===== config.mk =====
export PLATFORM = sky130hd
export DESIGN_NAME = tape_controller
export DESIGN_NICKNAME = d
export VERILOG_FILES = /design/src/rtl/tape_pkg.sv /design/src/rtl/tape_controller.sv
export SDC_FILE = /design/constraint.sdc
export NUM_CORES = 1
export LEC_CHECK = 0
export CAP_MARGIN = 20
export CELL_PAD_IN_SITES_DETAIL_PLACEMENT = 1
export CELL_PAD_IN_SITES_GLOBAL_PLACEMENT = 1
export CORE_MARGIN = 3
export CORE_UTILIZATION = 25
export CTS_BUF_LIST = sky130_fd_sc_hd__clkbuf_8
export DETAILED_ROUTE_END_ITERATION = 10
export PLACE_DENSITY_LB_ADDON = 0.2
export SYNTH_ARGS = -nofsm -noshare
export SYNTH_HDL_FRONTEND = slang
export SYNTH_SLANG_ARGS = --single-unit

===== constraint.sdc =====
create_clock -name clock -period 4.5 [get_ports clock]
set_input_delay 1.35 -clock clock [delete_from_list [all_inputs] [get_ports clock]]
set_output_delay 1.35 -clock clock [all_outputs]
set_load 0.005 [all_outputs]

===== src/rtl/tape_pkg.sv =====
// Shared types for the bf data-tape controller: command opcodes, controller states, tape size.
package tape_pkg;

  localparam int TAPE_DEPTH = 256;

  typedef enum logic [2:0] {
    OP_NOP   = 3'd0,
    OP_INC   = 3'd1,
    OP_DEC   = 3'd2,
    OP_RIGHT = 3'd3,
    OP_LEFT  = 3'd4,
    OP_READ  = 3'd5,
    OP_WRITE = 3'd6,
    OP_CLEAR = 3'd7
  } op_e;

  typedef enum logic [1:0] {
    SWEEP   = 2'd0,
    IDLE    = 2'd1,
    FETCH   = 2'd2,
    CAPTURE = 2'd3
  } state_e;

endpackage


===== src/rtl/tape_controller.sv =====
// Data-pointer owner for the bf tape RAM: caches the cell under the pointer, executes
// single tape commands, and zeroes the whole tape after reset or CLEAR.
module tape_controller
  import tape_pkg::*;
#(
  parameter int ADDR_W = 8,
  parameter int DATA_W = 8
) (
  input  logic              clock,
  input  logic              reset,
  input  logic              cmd_valid,
  output logic              cmd_ready,
  input  logic [2:0]        cmd_op,
  input  logic [DATA_W-1:0] cmd_wdata,
  output logic              rsp_valid,
  output logic [DATA_W-1:0] rsp_data,
  output logic              cell_zero,
  output logic [ADDR_W-1:0] ptr,
  output logic [ADDR_W-1:0] mem_address,
  output logic [DATA_W-1:0] mem_data,
  output logic              mem_wren,
  input  logic [DATA_W-1:0] mem_q
);

  state_e            state_reg, state_next;
  logic [ADDR_W-1:0] ptr_reg, ptr_next;
  logic [ADDR_W-1:0] sweep_cnt_reg, sweep_cnt_next;
  logic [DATA_W-1:0] cur_reg, cur_next;
  logic              cmd_ready_reg, cmd_ready_next;
  logic              rsp_valid_reg, rsp_valid_next;
  logic [DATA_W-1:0] rsp_data_reg, rsp_data_next;
  logic [ADDR_W-1:0] mem_address_reg, mem_address_next;
  logic [DATA_W-1:0] mem_data_reg, mem_data_next;
  logic              mem_wren_reg, mem_wren_next;
  logic              accept;

  assign accept = cmd_valid && cmd_ready_reg;

  always_ff @(posedge clock or posedge reset) begin
    if (reset) begin
      state_reg       <= SWEEP;
      ptr_reg         <= '0;
      sweep_cnt_reg   <= '0;
      cur_reg         <= '0;
      cmd_ready_reg   <= 1'b0;
      rsp_valid_reg   <= 1'b0;
      rsp_data_reg    <= '0;
      mem_address_reg <= '0;
      mem_data_reg    <= '0;
      mem_wren_reg    <= 1'b0;
    end else begin
      state_reg       <= state_next;
      ptr_reg         <= ptr_next;
      sweep_cnt_reg   <= sweep_cnt_next;
      cur_reg         <= cur_next;
      cmd_ready_reg   <= cmd_ready_next;
      rsp_valid_reg   <= rsp_valid_next;
      rsp_data_reg    <= rsp_data_next;
      mem_address_reg <= mem_address_next;
      mem_data_reg    <= mem_data_next;
      mem_wren_reg    <= mem_wren_next;
    end
  end

  always_comb begin
    state_next       = state_reg;
    ptr_next         = ptr_reg;
    sweep_cnt_next   = sweep_cnt_reg;
    cur_next         = cur_reg;
    cmd_ready_next   = cmd_ready_reg;
    rsp_valid_next   = 1'b0;
    rsp_data_next    = rsp_data_reg;
    mem_address_next = mem_address_reg;
    mem_data_next    = mem_data_reg;
    mem_wren_next    = 1'b0;

    case (state_reg)
      SWEEP: begin
        mem_wren_next    = 1'b1;
        mem_data_next    = '0;
        mem_address_next = sweep_cnt_reg;
        sweep_cnt_next   = sweep_cnt_reg + 1'b1;
        if (&sweep_cnt_reg) begin
          state_next     = IDLE;
          cmd_ready_next = 1'b1;
          ptr_next       = '0;
          cur_next       = '0;
        end
      end
      IDLE: begin
        if (accept) begin
          case (cmd_op)
            OP_INC, OP_DEC, OP_WRITE: begin
              if (cmd_op == OP_INC)      cur_next = cur_reg + 1'b1;
              else if (cmd_op == OP_DEC) cur_next = cur_reg - 1'b1;
              else                       cur_next = cmd_wdata;
              mem_address_next = ptr_reg;
              mem_data_next    = cur_next;
              mem_wren_next    = 1'b1;
            end
            OP_RIGHT, OP_LEFT: begin
              // Any write issued last cycle still hits the old cell before this fetch reads.
              ptr_next         = (cmd_op == OP_RIGHT) ? ptr_reg + 1'b1 : ptr_reg - 1'b1;
              mem_address_next = ptr_next;
              cmd_ready_next   = 1'b0;
              state_next       = FETCH;
            end
            OP_READ: begin
              rsp_valid_next = 1'b1;
              rsp_data_next  = cur_reg;
            end
            OP_CLEAR: begin
              cmd_ready_next = 1'b0;
              sweep_cnt_next = '0;
              state_next     = SWEEP;
            end
            default: ;
          endcase
        end
      end
      FETCH: state_next = CAPTURE;
      CAPTURE: begin
        cur_next       = mem_q;
        cmd_ready_next = 1'b1;
        state_next     = IDLE;
      end
      default: state_next = SWEEP;
    endcase
  end

  assign cmd_ready   = cmd_ready_reg;
  assign rsp_valid   = rsp_valid_reg;
  assign rsp_data    = rsp_data_reg;
  assign cell_zero   = (cur_reg == '0);
  assign ptr         = ptr_reg;
  assign mem_address = mem_address_reg;
  assign mem_data    = mem_data_reg;
  assign mem_wren    = mem_wren_reg;

endmodule


After elaboration in Yosys (flattened, before gate mapping)
Cells that the tools add are included.
{"block": "op_classes", "add_sub_neg": 5, "muxes": 31, "reduce_logical": 17, "eq_ne": 18}
{"cell": "two-way mux 8 bit", "n": 11}
{"cell": "one-hot mux 8 bit (2 select lines)", "n": 5}
{"cell": "adder 8 x 1 -> 8 bit (second input constant)", "n": 3}
{"cell": "one-hot mux 8 bit (3 select lines)", "n": 1}
{"cell": "subtractor 8 x 1 -> 8 bit (second input constant)", "n": 2}
{"cell": "AND reduction 3 bit", "n": 5}
{"cell": "== test 3 bit (second input constant)", "n": 4}
{"cell": "AND reduction 4 bit", "n": 3}
{"cell": "logical NOT 8 bit", "n": 1}
{"cell": "two-way mux 1 bit", "n": 8}
{"cell": "!= test 2 bit (second input constant)", "n": 4}
{"cell": "one-hot mux 2 bit (4 select lines)", "n": 1}
{"cell": "AND reduction 8 bit", "n": 1}
{"cell": "== test 3 x 2 -> 1 bit (second input constant)", "n": 2}
{"cell": "OR reduction 3 bit", "n": 2}
{"cell": "== test 2 bit (second input constant)", "n": 2}
{"cell": "two-way mux 2 bit", "n": 2}
{"cell": "!= test 2 x 1 -> 1 bit (second input constant)", "n": 2}
{"cell": "one-hot mux 2 bit (2 select lines)", "n": 1}
{"cell": "== test 3 x 1 -> 1 bit (second input constant)", "n": 1}
{"cell": "!= test 3 x 1 -> 1 bit (second input constant)", "n": 1}
{"cell": "!= test 3 x 2 -> 1 bit (second input constant)", "n": 1}
{"cell": "one-hot mux 1 bit (3 select lines)", "n": 1}
{"cell": "nonzero test 3 bit", "n": 1}
{"cell": "6 further kinds", "n": 6}
{"block": "word_totals", "reg_bits": 53, "inputBits": 22, "word_cells": 81}

Logic depth before layout (Yosys ltp)
{"block": "depth", "ltp_word": 6, "ltp_mapped": 10, "ltp_nobuf": 8}

Worst setup path before layout
OpenSTA, ideal clock, no wires.
{"block": "synth_timing", "kind": "input -> register", "from": "in cmd_op[2]", "to": "reg mem_address_reg[6], in the netlist mem_address[6]", "slack_ns": 1.148, "setup_time_ns": 0.126, "arrival_time_ns": 3.226, "path_stages": 9, "path_buffers": 1, "cell_sequence": "buf_2 -> nand3b_1 -> inv_2 -> fa_1 -> nand2b_1 -> a21o_1 -> a311oi_1 -> nor2_1 -> o32a_1"}
{"block": "synth_between", "elab_chain_len": 5, "elab_cells_between_ends": 13, "classes_between": "eq/ne: 6; mux: 4; reduce/logical: 3"}
{"element": "start: declaration", "line": "tape_controller.sv:13", "text": "input logic [2:0] cmd_op,"}
{"element": "== test 3 x 1 -> 1 bit (tied with other cells)", "line": "tape_controller.sv:92", "text": "case (cmd_op)"}
{"element": "OR reduction 3 bit (tied with other cells)", "line": "tape_controller.sv:92"}
{"element": "one-hot mux 8 bit (2 select lines)", "line": "tape_controller.sv:92"}
{"element": "two-way mux 8 bit", "line": "tape_controller.sv:91", "text": "if (accept) begin"}
{"element": "one-hot mux 8 bit (2 select lines)", "line": "tape_controller.sv:77", "text": "case (state_reg)"}
{"element": "end signal: assignment", "line": "tape_controller.sv:59", "text": "mem_address_reg <= mem_address_next;"}
{"element": "end: declaration", "line": "tape_controller.sv:32", "text": "logic [ADDR_W-1:0] mem_address_reg, mem_address_next;"}
Parallel ways exist; a longest one is shown, timed or not. The select of a mux whose other input is x is not followed.
A chain may end at the register's enable or synchronous reset.

Worst setup path after layout
{"block": "layout_timing", "from": "reg cur_reg[0]", "to": "out cell_zero"}
{"block": "layout_between", "elab_chain_len": 1}
{"element": "start: declaration", "line": "tape_controller.sv:28", "text": "logic [DATA_W-1:0] cur_reg, cur_next;"}
{"element": "start signal: assignment", "line": "tape_controller.sv:55", "text": "cur_reg <= cur_next;"}
{"element": "logical NOT 8 bit", "line": "tape_controller.sv:134", "text": "assign cell_zero = (cur_reg == '0);"}
{"element": "end: declaration", "line": "tape_controller.sv:17", "text": "output logic cell_zero,"}
No other way between the ends.

==> results.cfg <==
[run]
maxCapViolCount = 0

[sta]
final_max_slew_viol_count = 0
hold_viol_final = 0
clock_skew_ns = 0.00708
slew_headroom = 0.501
worst_pin_slew_ns = 0.745
fin_crit_sh = 0.887
max_freq_mhz = 251
setup_viol = 0
min_period_ns = 3.99
setup_slack_ns = 0.510
tns_ns = 0
rsz0062_at_grt = no
timing.hold.ws_ns = 0.488

[final_layout]
final_util = 0.326
nNetsFinal = 449
layout-area-overhead-vs-synth_pct = 25.8
drive_gt1_frac = 0.0898
diodes = 0

[logic_synthesis]
synth.most_common_cell = dfrtp_1
synth-compound-area-share = 0.227
synthAdderAreaFrac = 0.0627
synth_top_family_by_area = compound AO/OA/AOI/OAI gates
avgSynthCellArea_sq_um = 9.28
synth-async-reset-ratio = 1.00
synth_area_leader_cell = dfrtp_1
synth_mux_area_frac = 0.0552
yosysTopAreaCellShare = 0.400
synthTopCellsByCount = dfrtp_1, nand2_1, a21oi_1
synth_edf_count = 0
synthCells = 357
netlist_area_sq_um = 3310
synthFlopType = dfrtp_1
synth_area_leaders = dfrtp_1, ha_1, nand2_1
yosysUniqueCellTypes = 61
yosysSeqAreaShare = 0.400
synth-simple-area-share = 0.176
synth.net_count = 395
ys_warn_count = 0
synth-xor-area-share = 0.0344
ys_ff_latch = 53

[clock_tree]
cts_setup_buffers = 0
clock_sinks = 53
cts_resized = 0
clk_pin_slew_ns = 0.10
cts_hold_repair.buffers = 0
tritoncts = done
root_buffer = clkbuf_8
clkLatencyLatePin_ns = 0.33
cts_buffers = 5
cts_htree_levels = 2
max-clock-path-buffers = 2

[worst_setup_path]
r2r_cells = 8
path_class = flop to primary output
slowest_stage = clkdlybuf4s50_1
cp_top_family = simple AND/OR/NAND/NOR gates
cp.arrival_ns = 2.64
path_cells = inv_1, ha_1, or3b_1, or3_1, nor3_1, clkdlybuf4s50_1
cpPeakStageDelay_ns = 0.53
worst-path-buf-inv = 2
critical_path_depth = 6
cp_max_fo = 10
critPathRequiredTime_ns = 3.15
critPathLaunchType = flop
endpoint_kind = primary output

[run_status]
status = completed

[power_and_ir_drop]
seqPwrFrac = 0.540
pwr-share-comb = 0.134
power.density_nw_per_um2 = 215
max-vdd-ir-drop_mv = 0.0886
power.net_switching_mw = 0.253
netSwitchingFraction = 0.282
p_leak_nw = 1.76
internal_power_mw = 0.643
p_clk_frac = 0.326

[detailed_routing]
drcViolationCount = 0
dr.pass1.iters = 4
vias = 2857
ant_nets = 0
avgRoutedWirePerCell_um = 17.1
drt-vias-per-instance = 4.89
drt_iter0_drc = 120
finalWirelength_mm = 10.0

[die]
die_w_um = 121
fp-row-count = 41
core-area_sq_um = 12800
fp.dieArea_sq_um = 14700
die_h_um = 121
io_pins = 58
start_util = 0.259

[global_routing]
antenna_found_initial = 0
grt-ovfl-total = 0
grt_first_pass_wirelength_mm = 16.5
grt_pass1_vias = 3002
track_usage = 0.142
grt_max_degree = 32

[placement]
place_ws_ns = 0.497
hpwl_mm = 7.64
portBuffers = 57
place_congestion = 0.786

[worst_hold_path]
hold_path_class = flop to flop
worst_hold_path.num_cells = 2
## final timing paths
| path | startpoint | to | slack [ns] |
|---|---|---|---|
| min reg2reg | mem_data[6]$_DFFE_PP0P_ | mem_data[6]$_DFFE_PP0P_ | 0.49 |
| max | cur_reg[0]$_DFFE_PP0P_ | cell_zero | 0.51 |
| min in group asynchronous | reset | ptr[0]$_DFFE_PP0P_ | 1.42 |
| max in group asynchronous | reset | state_reg[1]$_DFFE_PP0P_ | 2.31 |
| min | mem_data[6]$_DFFE_PP0P_ | mem_data[6]$_DFFE_PP0P_ | 0.49 |
| max reg2reg | state_reg[1]$_DFFE_PP0P_ | ptr[5]$_DFFE_PP0P_ | 1.46 |
## power by group through the flow
stage | Sequential (mW) | Combinational, mW | Clock [mW]
after floorplan | 0.492 | 0.0704 | 0
after global placement | 0.494 | 0.120 | 0
after detailed placement | 0.493 | 0.121 | 0
after CTS | 0.484 | 0.122 | 0.303
after global routing | 0.485 | 0.135 | 0.328
final | 0.484 | 0.120 | 0.292
## cells in the final DEF, fill, tap and decap left out, types with 7 or more instances in the layout
| cell | instances |
|---|---|
| a21o_1 | 9 |
| a21oi_1 | 23 |
| buf_4 | 9 |
| clkdlybuf4s50_1 | 57 |
| dfrtp_1 | 53 |
| ha_1 | 15 |
| inv_1 | 12 |
| mux2_2 | 10 |
| mux2i_1 | 7 |
| nand2_1 | 41 |
| nand3_1 | 8 |
| nor2_1 | 19 |
| nor2b_1 | 8 |
| nor3_1 | 7 |
| o21ai_0 | 17 |
| xnor2_1 | 7 |
## final cells by class
type | instances | area (sq um)
Fill cell | 1467 | 8610
Sequential cell | 53 | 1330
Tap cell | 172 | 215
Clock buffer | 5 | 68.8
Multi-Input combinational cell | 270 | 1840
Timing Repair Buffer | 66 | 638
Clock inverter | 3 | 22.5
Inverter | 15 | 56.3
## worst reg2reg max path, stage by stage (launching register included)
cell	delay, ns
dfrtp_1	0.45
inv_1	0.13
ha_1	0.38
buf_4	0.40
nand3_1	0.29
and2_1	0.32
a211o_1	0.46
or2_1	0.37
o21ai_1	0.18
## stage by stage
stage | instance area, sq um | power (mW) | std cells
final | 4170 | 0.896 | 584
after global routing | 4170 | 0.949 | 584
after CTS | 4170 | 0.909 | 584
after detailed placement | 4080 | 0.614 | 576
after global placement | 4080 | 0.614 | 576
after floorplan | 3310 | 0.563 | 357
## cells by family (layout without fill, tap and decap cells)
logic type | Yosys count | after routing
compound gates | 108 | 108
xor+xnor | 13 | 13
fa+ha+maj | 16 | 16
buf+inv | 34 | 89
flops | 53 | 53
mux | 17 | 17
simple gates | 116 | 116
## layer usage
metal	GRT usage	part of all wire
met1	0.196	0.48
met2	0.225	0.46
met3	0.0289	0.047
met4	0.0382	0.015
met5	0	0
Note: power is estimated with default switching activity, not from simulation.
